--- config.mk ---
export PLATFORM = sky130hd
export DESIGN_NAME = exec_stage
export DESIGN_NICKNAME = d
export VERILOG_FILES = /design/src/rtl/exec_stage.sv
export SDC_FILE = /design/constraint.sdc
export NUM_CORES = 1
export LEC_CHECK = 0
export ABC_AREA = 1
export ABC_CLOCK_PERIOD_IN_PS = 2100
export CORE_UTILIZATION = 50
export DETAILED_ROUTE_END_ITERATION = 10
export PLACE_DENSITY_LB_ADDON = 0.1
export SETUP_SLACK_MARGIN = 0.3
export SLEW_MARGIN = 30
export SYNTH_ARGS = -nofsm -noshare
export SYNTH_HDL_FRONTEND = slang
export SYNTH_SLANG_ARGS = --single-unit
export TNS_END_PERCENT = 50
--- constraint.sdc ---
create_clock -name clk -period 2.1 [get_ports clk]
set_input_delay 0.42 -clock clk [delete_from_list [all_inputs] [get_ports clk]]
set_output_delay 0.42 -clock clk [all_outputs]
set_load 0.02 [all_outputs]
--- src/rtl/exec_stage.sv ---
// Execute stage feeding the register file write port.
// Single-cycle ALU ops produce a registered result one cycle after accept;
// MUL runs an iterative shift-add over WORD edges and back-pressures issue.
// Also owns the Z/C flag register.
//
// state   | meaning
// --------+-------------------------------------------------------------
// IDLE    | ready to accept; single-cycle ops complete from here
// MUL_RUN | shift-add multiply iterating; in_ready low, busy high
module exec_stage #(
    parameter int WORD   = 8,
    parameter int ADDR_W = 2
) (
    input  logic              clk,
    input  logic              rst,
    input  logic              in_valid,
    output logic              in_ready,
    input  logic [3:0]        op,
    input  logic [WORD-1:0]   src_a,
    input  logic [WORD-1:0]   src_b,
    input  logic [WORD-1:0]   imm,
    input  logic              use_imm,
    input  logic [ADDR_W-1:0] dst_addr,
    input  logic              kill,
    output logic              wr_en,
    output logic [ADDR_W-1:0] wr_addr,
    output logic [WORD-1:0]   wr_data,
    output logic              flag_z,
    output logic              flag_c,
    output logic              busy
);

    localparam int CNT_W = $clog2(WORD + 1);
    localparam logic [CNT_W-1:0] CNT_LOAD = CNT_W'(WORD);
    // The final shift-add step happens on the edge where the counter drops to 1.
    localparam logic [CNT_W-1:0] CNT_LAST = CNT_W'(2);

    localparam logic [3:0] OP_MOV = 4'd1;
    localparam logic [3:0] OP_ADD = 4'd2;
    localparam logic [3:0] OP_SUB = 4'd3;
    localparam logic [3:0] OP_AND = 4'd4;
    localparam logic [3:0] OP_OR  = 4'd5;
    localparam logic [3:0] OP_XOR = 4'd6;
    localparam logic [3:0] OP_NOT = 4'd7;
    localparam logic [3:0] OP_SHL = 4'd8;
    localparam logic [3:0] OP_SHR = 4'd9;
    localparam logic [3:0] OP_MUL = 4'd10;

    typedef enum logic [0:0] {
        IDLE    = 1'b0,
        MUL_RUN = 1'b1
    } state_t;

    state_t              state, state_next;
    logic [CNT_W-1:0]    cnt, cnt_next;
    logic [2*WORD-1:0]   acc, acc_next;
    logic [2*WORD-1:0]   mcand, mcand_next;
    logic [WORD-1:0]     mplier, mplier_next;
    logic [ADDR_W-1:0]   mul_addr, mul_addr_next;

    logic                wr_en_next;
    logic [ADDR_W-1:0]   wr_addr_next;
    logic [WORD-1:0]     wr_data_next;
    logic                flag_z_next, flag_c_next;

    logic [WORD-1:0]     opb;
    logic [WORD:0]       sum, diff;
    logic [WORD-1:0]     alu_res;
    logic                alu_c;
    logic                alu_we;
    logic [2*WORD-1:0]   partial;

    assign opb  = use_imm ? imm : src_b;
    assign sum  = {1'b0, src_a} + {1'b0, opb};
    assign diff = {1'b0, src_a} - {1'b0, opb};

    assign in_ready = (state == IDLE);
    assign busy     = (state == MUL_RUN);

    // Single-cycle ALU result and carry; alu_we marks ops that write back.
    always_comb begin
        alu_res = '0;
        alu_c   = 1'b0;
        alu_we  = 1'b1;
        case (op)
            OP_MOV: alu_res = opb;
            OP_ADD: begin alu_res = sum[WORD-1:0];  alu_c = sum[WORD];  end
            OP_SUB: begin alu_res = diff[WORD-1:0]; alu_c = diff[WORD]; end
            OP_AND: alu_res = src_a & opb;
            OP_OR:  alu_res = src_a | opb;
            OP_XOR: alu_res = src_a ^ opb;
            OP_NOT: alu_res = ~src_a;
            OP_SHL: begin alu_res = {src_a[WORD-2:0], 1'b0}; alu_c = src_a[WORD-1]; end
            OP_SHR: begin alu_res = {1'b0, src_a[WORD-1:1]}; alu_c = src_a[0];      end
            default: alu_we = 1'b0;
        endcase
    end

    // One shift-add step: accumulate the multiplicand if the current multiplier bit is set.
    assign partial = acc + (mplier[0] ? mcand : '0);

    // Next-state, multiplier datapath and write-port update.
    always_comb begin
        state_next    = state;
        cnt_next      = cnt;
        acc_next      = acc;
        mcand_next    = mcand;
        mplier_next   = mplier;
        mul_addr_next = mul_addr;
        wr_en_next    = 1'b0;
        wr_addr_next  = wr_addr;
        wr_data_next  = wr_data;
        flag_z_next   = flag_z;
        flag_c_next   = flag_c;
        case (state)
            IDLE: begin
                if (in_valid && !kill) begin
                    if (op == OP_MUL) begin
                        // First multiplier bit is consumed at accept.
                        state_next    = MUL_RUN;
                        cnt_next      = CNT_LOAD;
                        acc_next      = opb[0] ? {{WORD{1'b0}}, src_a} : '0;
                        mcand_next    = {{(WORD-1){1'b0}}, src_a, 1'b0};
                        mplier_next   = {1'b0, opb[WORD-1:1]};
                        mul_addr_next = dst_addr;
                    end else if (alu_we) begin
                        wr_en_next   = 1'b1;
                        wr_addr_next = dst_addr;
                        wr_data_next = alu_res;
                        flag_z_next  = (alu_res == '0);
                        flag_c_next  = alu_c;
                    end
                end
            end
            MUL_RUN: begin
                if (kill) begin
                    state_next = IDLE;
                end else begin
                    cnt_next    = cnt - CNT_W'(1);
                    acc_next    = partial;
                    mcand_next  = {mcand[2*WORD-2:0], 1'b0};
                    mplier_next = {1'b0, mplier[WORD-1:1]};
                    if (cnt == CNT_LAST) begin
                        state_next   = IDLE;
                        wr_en_next   = 1'b1;
                        wr_addr_next = mul_addr;
                        wr_data_next = partial[WORD-1:0];
                        flag_z_next  = (partial[WORD-1:0] == '0);
                        flag_c_next  = (partial[2*WORD-1:WORD] != '0);
                    end
                end
            end
            default: state_next = IDLE;
        endcase
    end

    // State, multiplier and output registers.
    always_ff @(posedge clk or negedge rst) begin
        if (!rst) begin
            state    <= IDLE;
            cnt      <= '0;
            acc      <= '0;
            mcand    <= '0;
            mplier   <= '0;
            mul_addr <= '0;
            wr_en    <= 1'b0;
            wr_addr  <= '0;
            wr_data  <= '0;
            flag_z   <= 1'b0;
            flag_c   <= 1'b0;
        end else begin
            state    <= state_next;
            cnt      <= cnt_next;
            acc      <= acc_next;
            mcand    <= mcand_next;
            mplier   <= mplier_next;
            mul_addr <= mul_addr_next;
            wr_en    <= wr_en_next;
            wr_addr  <= wr_addr_next;
            wr_data  <= wr_data_next;
            flag_z   <= flag_z_next;
            flag_c   <= flag_c_next;
        end
    end

endmodule

==> results by group, run 1 <==
Status
  • Outcome: finished with violations
  • Violated checks: negative setup slack

Logic synthesis
  • Flops & latches, synth: 58
  • Warnings, synthesis: 0
  • Ranking of synthesized cells by area: dfrtp_1 (29%), nand2_1 (17%), ha_1 (11%)
  • Top-area cell type share of the netlist area: 0.288
  • Asr flop ratio synth: 1.00
  • Count of flip-flops with a built-in enable after synthesis: 0
  • Post-synthesis cell count: 764
  • Dominant cell type by area after synthesis: dfrtp_1
  • Cell variety after synth: 43
  • Sequential share of the synthesized area: 0.288
  • Syn_nets: approximately 850
  • Main synth FF type: dfrtp_1
  • Post-Synthesis Cell Area: 5040 um2
  • Avg Synthesized Cell Area: about 6.6 um2

Global route
  • First-pass GRT wire length: 28.8 mm
  • Vias in the first global route: around 6000
  • Gr usage total: 0.362
  • Largest net degree at the start of global routing: 59
  • Initial antenna violation count: 0
  • Grt ovf: 0

Drt
  • TritonRoute pass-1 iters: 6
  • Detailed Route WL: around 21 mm
  • Via count: around 6600
  • DR DRC count: 0
  • Final ANT Viol Nets: 0
  • Vias per cell: about 6
  • Routed len/inst: roughly 20 um
  • Starting DRT DRC Count: between 500 and 600

Setup path
  • Crit. End Element: flop
  • Most frequent CP cell: nand3_1
  • Cell family with most CP delay: simple AND/OR/NAND/NOR gates
  • Crit path from: mplier[0]$_DFFE_PN0P_
  • Crit-path slowest cell: dfrtp_2
  • Worst reg2reg startpoint: mplier[0]$_DFFE_PN0P_
  • Worst EP arrival: between 2 and 3 ns
  • Slowest Stage Delay on Critical Path: approximately 0.48 ns
  • Crit-path max FO: 6
  • Worst Path Buf+Inv: 3
  • Req. time, crit path: around 2.4 ns
  • Startpoint types: flop
  • Crit Path Class: flop to flop
  • CP cell instances: nand2_2 > inv_2 > ha_4 > fa_2 > buf_4 > xnor2_2 > nand3_1 > nor3_2 > nand3_1 > nand2_1 > inv_1 > a21oi_2

Die
  • DIE WIDTH: between 100 and 150 um
  • Die area: ~10000 um2
  • Chip height: 102 um
  • Core ar.: 9770 um2
  • Ports: 50
  • Starting Density: 0.515
  • Row count: 36

Pwr
  • Sw Pwr: 3.60 mW
  • Tot Pwr: a little over 8 mW
  • P_int: approximately 4.5 mW
  • Comb pwr share: 0.626
  • IR drop worst, VDD: 0.740 mV
  • Sw Share: 0.445
  • Static leakage power: between 4 and 5 nW
  • Power per cell area: 986 nW/um2
  • Reg power frac: 0.223
  • Clk pwr share: 0.151

Finish
  • Most common cell after layout, fill and taps aside: nand2_1
  • Final net count: 1041
  • Post-layout util: 0.841
  • Share of cells above drive strength 1: 0.455
  • Synth-to-layout area growth: 63.2%
  • ANT cells: 0
  • Most frequent cells in the layout: nand2_1 (159), buf_4 (131), nand2_2 (64)
  • Final cell count without fillers: about 1100

Timing
  • Final Max Tran Viols: 0
  • Final setup violation count: 13
  • F_max: between 400 and 500 MHz
  • Worst clock skew: about 0.0075 ns
  • Final period util: 1.15
  • Pin slew with the least headroom to its limit: about 0.50 ns
  • Final Hold Viols: 0
  • RSZ-0062 raised after global routing: yes
  • Setup_tns: -1.38 ns
  • Minimum clock period: approximately 2.4 ns
  • Post-route worst setup slack: -0.317 ns
  • Slew HR: 0.665

CTS
  • Root Buffer: clkbuf_8
  • Hold Buf Count CTS: 0
  • TritonCTS clock tree: built
  • Max H-tree Level: 3
  • Worst-path clk slew: ~0.08 ns
  • CTS Buf Count: 9
  • Sinks on Clock Net: 58
  • Later-pin clock latency in the skew report: 0.35 ns
  • Clock Tree Buf Depth: 2

Place
  • I/O Buffers: between 40 and 50
  • Pre-CTS WS: -0.954 ns
  • GPL Wtd Cong: roughly 1.1
  • Detailed placement HPWL: about 13 mm
  • Cells after DPL: approximately 1000

Worst hold path
  • Type of the most critical hold path: input pin to async pin

Job
  • Max-cap violations: 0
-- cells by family (layout without fill, tap and decap cells) --
group	after synthesis	after routing	synth area share
and+or+nand+nor	406	406	0.337
buffers and inverters	132	333	0.103
AOI/OAI and AO/OA	112	112	0.135
DFF	58	58	0.288
adders and majority gates	46	46	0.119
xor gates and xnor gates	10	10	0.0174
-- worst paths after layout --
kind                       slack [ns]                      end  cells after the start
setup / recovery                -0.32       flag_z$_DFFE_PN0P_                     12
hold / removal                   0.05       acc[5]$_DFFE_PN0P_                      2
min in group clk                 0.49  mul_addr[1]$_DFFE_PN0P_                      2
max in group asynchronous        1.74    mplier[0]$_DFFE_PN0P_                      2
hold reg to reg                  0.49  mul_addr[1]$_DFFE_PN0P_                      2
setup reg to reg                -0.32       flag_z$_DFFE_PN0P_                     12
-- repair_timing --
| action | in CTS | in global routing |
|---|---|---|
| setup buffers | 30 | 7 |
| pin swaps | 99 | 83 |
| gates resized for setup | 185 | 134 |
| setup endpoints to repair | 30 | 31 |
-- synth_stat cells, types with 2 or more instances --
cell type,count
a21o_1,3
a21oi_1,29
a21oi_2,2
a22oi_1,5
a31oi_1,16
and2_1,3
buf_2,10
clkbuf_1,7
clkinv_1,4
dfrtp_1,58
fa_1,3
ha_1,43
inv_1,101
inv_2,8
nand2_1,234
nand2_2,3
nand3_1,58
nand3b_1,2
nand4_1,9
nor2_1,76
nor2_2,8
nor3_1,6
nor3b_1,2
o211ai_1,5
o21ai_0,23
o21ai_1,6
o21ai_2,3
o221ai_1,4
o22ai_1,10
or2_2,2
xnor2_1,6
xor2_1,4
-- area by class of cell --
cell class	instances	area, um2
multi-input combinational	574	4170
fill	559	1560
inverter	113	448
clock buffer	11	141
clock inverter	5	77.6
tap	133	166
timing repair buffer	204	1760
sequential	58	1450
-- power groups by stage --
stage                     Clock [mW]  Combinational [mW]  Sequential, mW
after floorplan                    0                1.80            1.71
after global placement             0                2.95            1.71
after detailed placement           0                3.03            1.73
after CTS                       1.20                3.85            1.74
after global routing            1.27                5.40            1.83
final                           1.22                5.07            1.81
-- state kept, by name, summed over array words and instances, names as in the netlist, 2 cells and up --
| signal | count |
|---|---|
| acc | 16 |
| mcand | 15 |
| wr_data | 8 |
| mplier | 7 |
| cnt | 4 |
| mul_addr | 2 |
| wr_addr | 2 |
-- worst reg2reg max path, delay by kind of cell, from the launching register on --
family	cells	cell delay, ns
and+or+nand+nor	5	0.73
buffers and inverters	3	0.27
adders and majority gates	2	0.54
AOI/OAI and AO/OA	1	0.13
DFF	1	0.48
xor gates and xnor gates	1	0.20
-- metrics by stage --
| stage | hold slack (ns) | instance area [um2] |
|---|---|---|
| 2_1_floorplan | 0.124 | 5180 |
| 3_3_place_gp | 0.443 | 6680 |
| 3_5_place_dp | 0.447 | 6680 |
| 4_1_cts | 0.0888 | 7720 |
| 5_1_grt | 0.0744 | 8220 |
| 6_report | 0.0482 | 8220 |
-- per-layer routing --
metal | up-vias | share of wire | routed length, um | GRT usage
li1 | 2855 | - | - | -
met1 | 3105 | 0.37 | 7920 | 0.444
met2 | 490 | 0.48 | 10300 | 0.626
met3 | 135 | 0.10 | 2150 | 0.0609
met4 | 0 | 0.052 | 1130 | 0.155
met5 | - | 0 | 0 | 0
Note: power is estimated with default switching activity, not from simulation.
==> inputs of run 2 (changes only) <==
Settings changed: CTS_BUF_LIST set to sky130_fd_sc_hd__clkbuf_8.
==> run 2 against run 1 <==
- the flow still finishes with violations (negative setup slack)
- routed wire length is 0.14% higher
- first-iteration DRC count stayed put
- sequential cell count stayed put
- setup slack better by 0.0072 ns
- critical endpoint unchanged
- largest power group unchanged
==> results by group, run 2 (synthesized netlist as in run 1, its figures left out) <==
Status
  • Outcome: finished with violations
  • Violated checks: negative setup slack

CTS
  • TritonCTS clock tree: built
  • Later-pin clock latency in the skew report: 0.35 ns (about the same)
  • Sinks on Clock Net: 58 (unchanged)
  • Max H-tree Level: 3 (unchanged)
  • Clock Tree Buf Depth: 2 (unchanged)
  • Worst-path clk slew: 0.08 ns (about the same)
  • CTS Buf Count: 9 (unchanged)
  • Hold Buf Count CTS: 0 (unchanged)
  • Root Buffer: clkbuf_8

Setup path
  • Req. time, crit path: 2.38 ns (about the same)
  • Startpoint types: flop
  • Crit. End Element: flop
  • Worst EP arrival: 2.69 ns (about the same)
  • Crit-path max FO: 6 (unchanged)
  • Crit Path Class: flop to flop

Timing
  • Final Max Tran Viols: 0 (unchanged)
  • Slew HR: 0.670 (+0.00480)
  • Hold_ws: 0.0498 ns (+0.00159 ns)
  • Post-route worst setup slack: -0.310 ns (+0.00718 ns)
  • Final setup violation count: 12 (-1)
  • Final period util: 1.15 (-0.00342)
  • Final Hold Viols: 0 (unchanged)
  • RSZ-0062 raised after global routing: yes
  • F_max: 415 MHz (+0.30%)
  • Worst clock skew: 0.00774 ns (+0.000223 ns)
  • Pin slew with the least headroom to its limit: 0.490 ns (-0.00713 ns)
  • Minimum clock period: 2.41 ns (-0.00718 ns)

Drt
  • Detailed Route WL: 21.5 mm (+0.14%)
  • Via count: 6569 (-0.24%)
  • Routed len/inst: 19.6 um (+0.14%)
  • TritonRoute pass-1 iters: 5 (-1)
  • Starting DRT DRC Count: 546 (unchanged)
  • DR DRC count: 0 (unchanged)
  • Vias per cell: 5.98 (-0.24%)
  • Final ANT Viol Nets: 0 (unchanged)

Place
  • I/O Buffers: 49 (unchanged)
  • Placed Area: 6680 um2 (unchanged)
  • Detailed placement HPWL: 13.2 mm (unchanged)
  • GPL Wtd Cong: 1.05 (unchanged)

Die
  • Die area: 10500 um2 (unchanged)
  • Core ar.: 9770 um2 (unchanged)
  • Starting Density: 0.515 (unchanged)
  • DIE WIDTH: 102 um (unchanged)
  • Row count: 36 (unchanged)
  • Chip height: 102 um (unchanged)
  • Ports: 50 (unchanged)

Global route
  • Initial antenna violation count: 0 (unchanged)
  • Grt ovf: 0 (unchanged)
  • Gr usage total: 0.362 (unchanged)
  • Vias in the first global route: 5971 (unchanged)
  • First-pass GRT wire length: 28.8 mm (unchanged)
  • Largest net degree at the start of global routing: 59 (unchanged)

Finish
  • Post-route cell area: 8220 um2 (unchanged)
  • Synth-to-layout area growth: 63.2% (unchanged)
  • Most common cell after layout, fill and taps aside: nand2_1
  • Max reg flops: 16 (unchanged)
  • ANT cells: 0 (unchanged)
  • Biggest register: acc
  • Share of cells above drive strength 1: 0.455 (unchanged)
  • Most frequent cells in the layout: nand2_1 (159), buf_4 (131), nand2_2 (64)
  • Largest regs: acc: 16 flops, mcand: 15 flops, wr_data: 8 flops
  • Post-layout util: 0.841 (unchanged)
  • Final net count: 1041 (unchanged)

Pwr
  • IR drop worst, VDD: 0.739 mV (about the same)
  • Power per cell area: 985 nW/um2 (about the same)
  • Static leakage power: 4.08 nW (+0.10%)

Worst hold path
  • Type of the most critical hold path: input pin to async pin

Job
  • Max-cap violations: 0 (unchanged)
-- run 2: cell types whose count changed in the layout (fill, tap and decap cells not counted), sizes merged --
cell    delta
clkbuf     -1
inv        +1
-- run 2: what timing repair did --
action | CTS | global route
endpoints found under the setup margin | 30 | 31
endpoints found under the hold margin | 0 | 0
gates resized for setup | 185 | 134
pin swaps | 99 | 83
buffers inserted | 30 | 7
-- run 2: path summary, 6_finish.rpt --
| path | cells past startpoint | slack (ns) | from | endpoint |
|---|---|---|---|---|
| setup / recovery | 12 | -0.31 | mplier[0]$_DFFE_PN0P_ | flag_z$_DFFE_PN0P_ |
| hold / removal | 2 | 0.05 | rst | acc[5]$_DFFE_PN0P_ |
| setup reg to reg | 12 | -0.31 | mplier[0]$_DFFE_PN0P_ | flag_z$_DFFE_PN0P_ |
| hold reg to reg | 2 | 0.48 | mul_addr[1]$_DFFE_PN0P_ | mul_addr[1]$_DFFE_PN0P_ |
| max in group asynchronous | 2 | 1.74 | rst | mplier[0]$_DFFE_PN0P_ |
| min in group clk | 2 | 0.48 | mul_addr[1]$_DFFE_PN0P_ | mul_addr[1]$_DFFE_PN0P_ |
-- run 2: cell type report --
type	instances	area, um2
clock inverters	6	81.3
fillers	559	1560
multi-input cells	574	4170
clock buffers	10	138
inverters	113	448
flip-flops and latches	58	1450
well taps	133	166
repair buffers	204	1760
-- run 2: where the power goes --
| group | internal [mW] | total (mW) | leakage [nW] | switching (mW) |
|---|---|---|---|---|
| sequential | 1.46 | 1.81 | 0.717 | 0.342 |
| clock | 0.693 | 1.22 | 0.113 | 0.525 |
| combinational | 2.34 | 5.07 | 3.25 | 2.73 |
-- run 2: worst max-delay path, cell delays in order (launching register included) --
cell and delay [ns]:
dfrtp_2 0.48, nand2_2 0.10, inv_2 0.04, ha_4 0.16
fa_2 0.39, buf_4 0.16, xnor2_2 0.20, nand3_1 0.17
nor3_2 0.24, nand3_1 0.14, nand2_1 0.08, inv_1 0.06
a21oi_2 0.12
-- run 2: per-stage QoR --
| step | setup WS, ns | total power, mW | TNS (ns) | std cells |
|---|---|---|---|---|
| floorplan | -0.170 | 3.51 | -0.279 | 764 |
| global placement | -0.875 | 4.67 | -7.19 | 1045 |
| detailed placement | -0.954 | 4.76 | -8.19 | 1045 |
| CTS | -0.128 | 6.79 | -0.447 | 1091 |
| global route | -0.400 | 8.49 | -2.82 | 1098 |
| finish | -0.310 | 8.09 | -1.43 | 1098 |
-- run 2: layer usage --
| layer | global-route usage | part of all wire | vias to the layer above |
|---|---|---|---|
| li1 | - | - | 2857 |
| met5 | 0 | 0 | - |
| met1 | 0.444 | 0.37 | 3091 |
| met2 | 0.626 | 0.48 | 493 |
| met4 | 0.155 | 0.050 | 0 |
| met3 | 0.0609 | 0.10 | 128 |
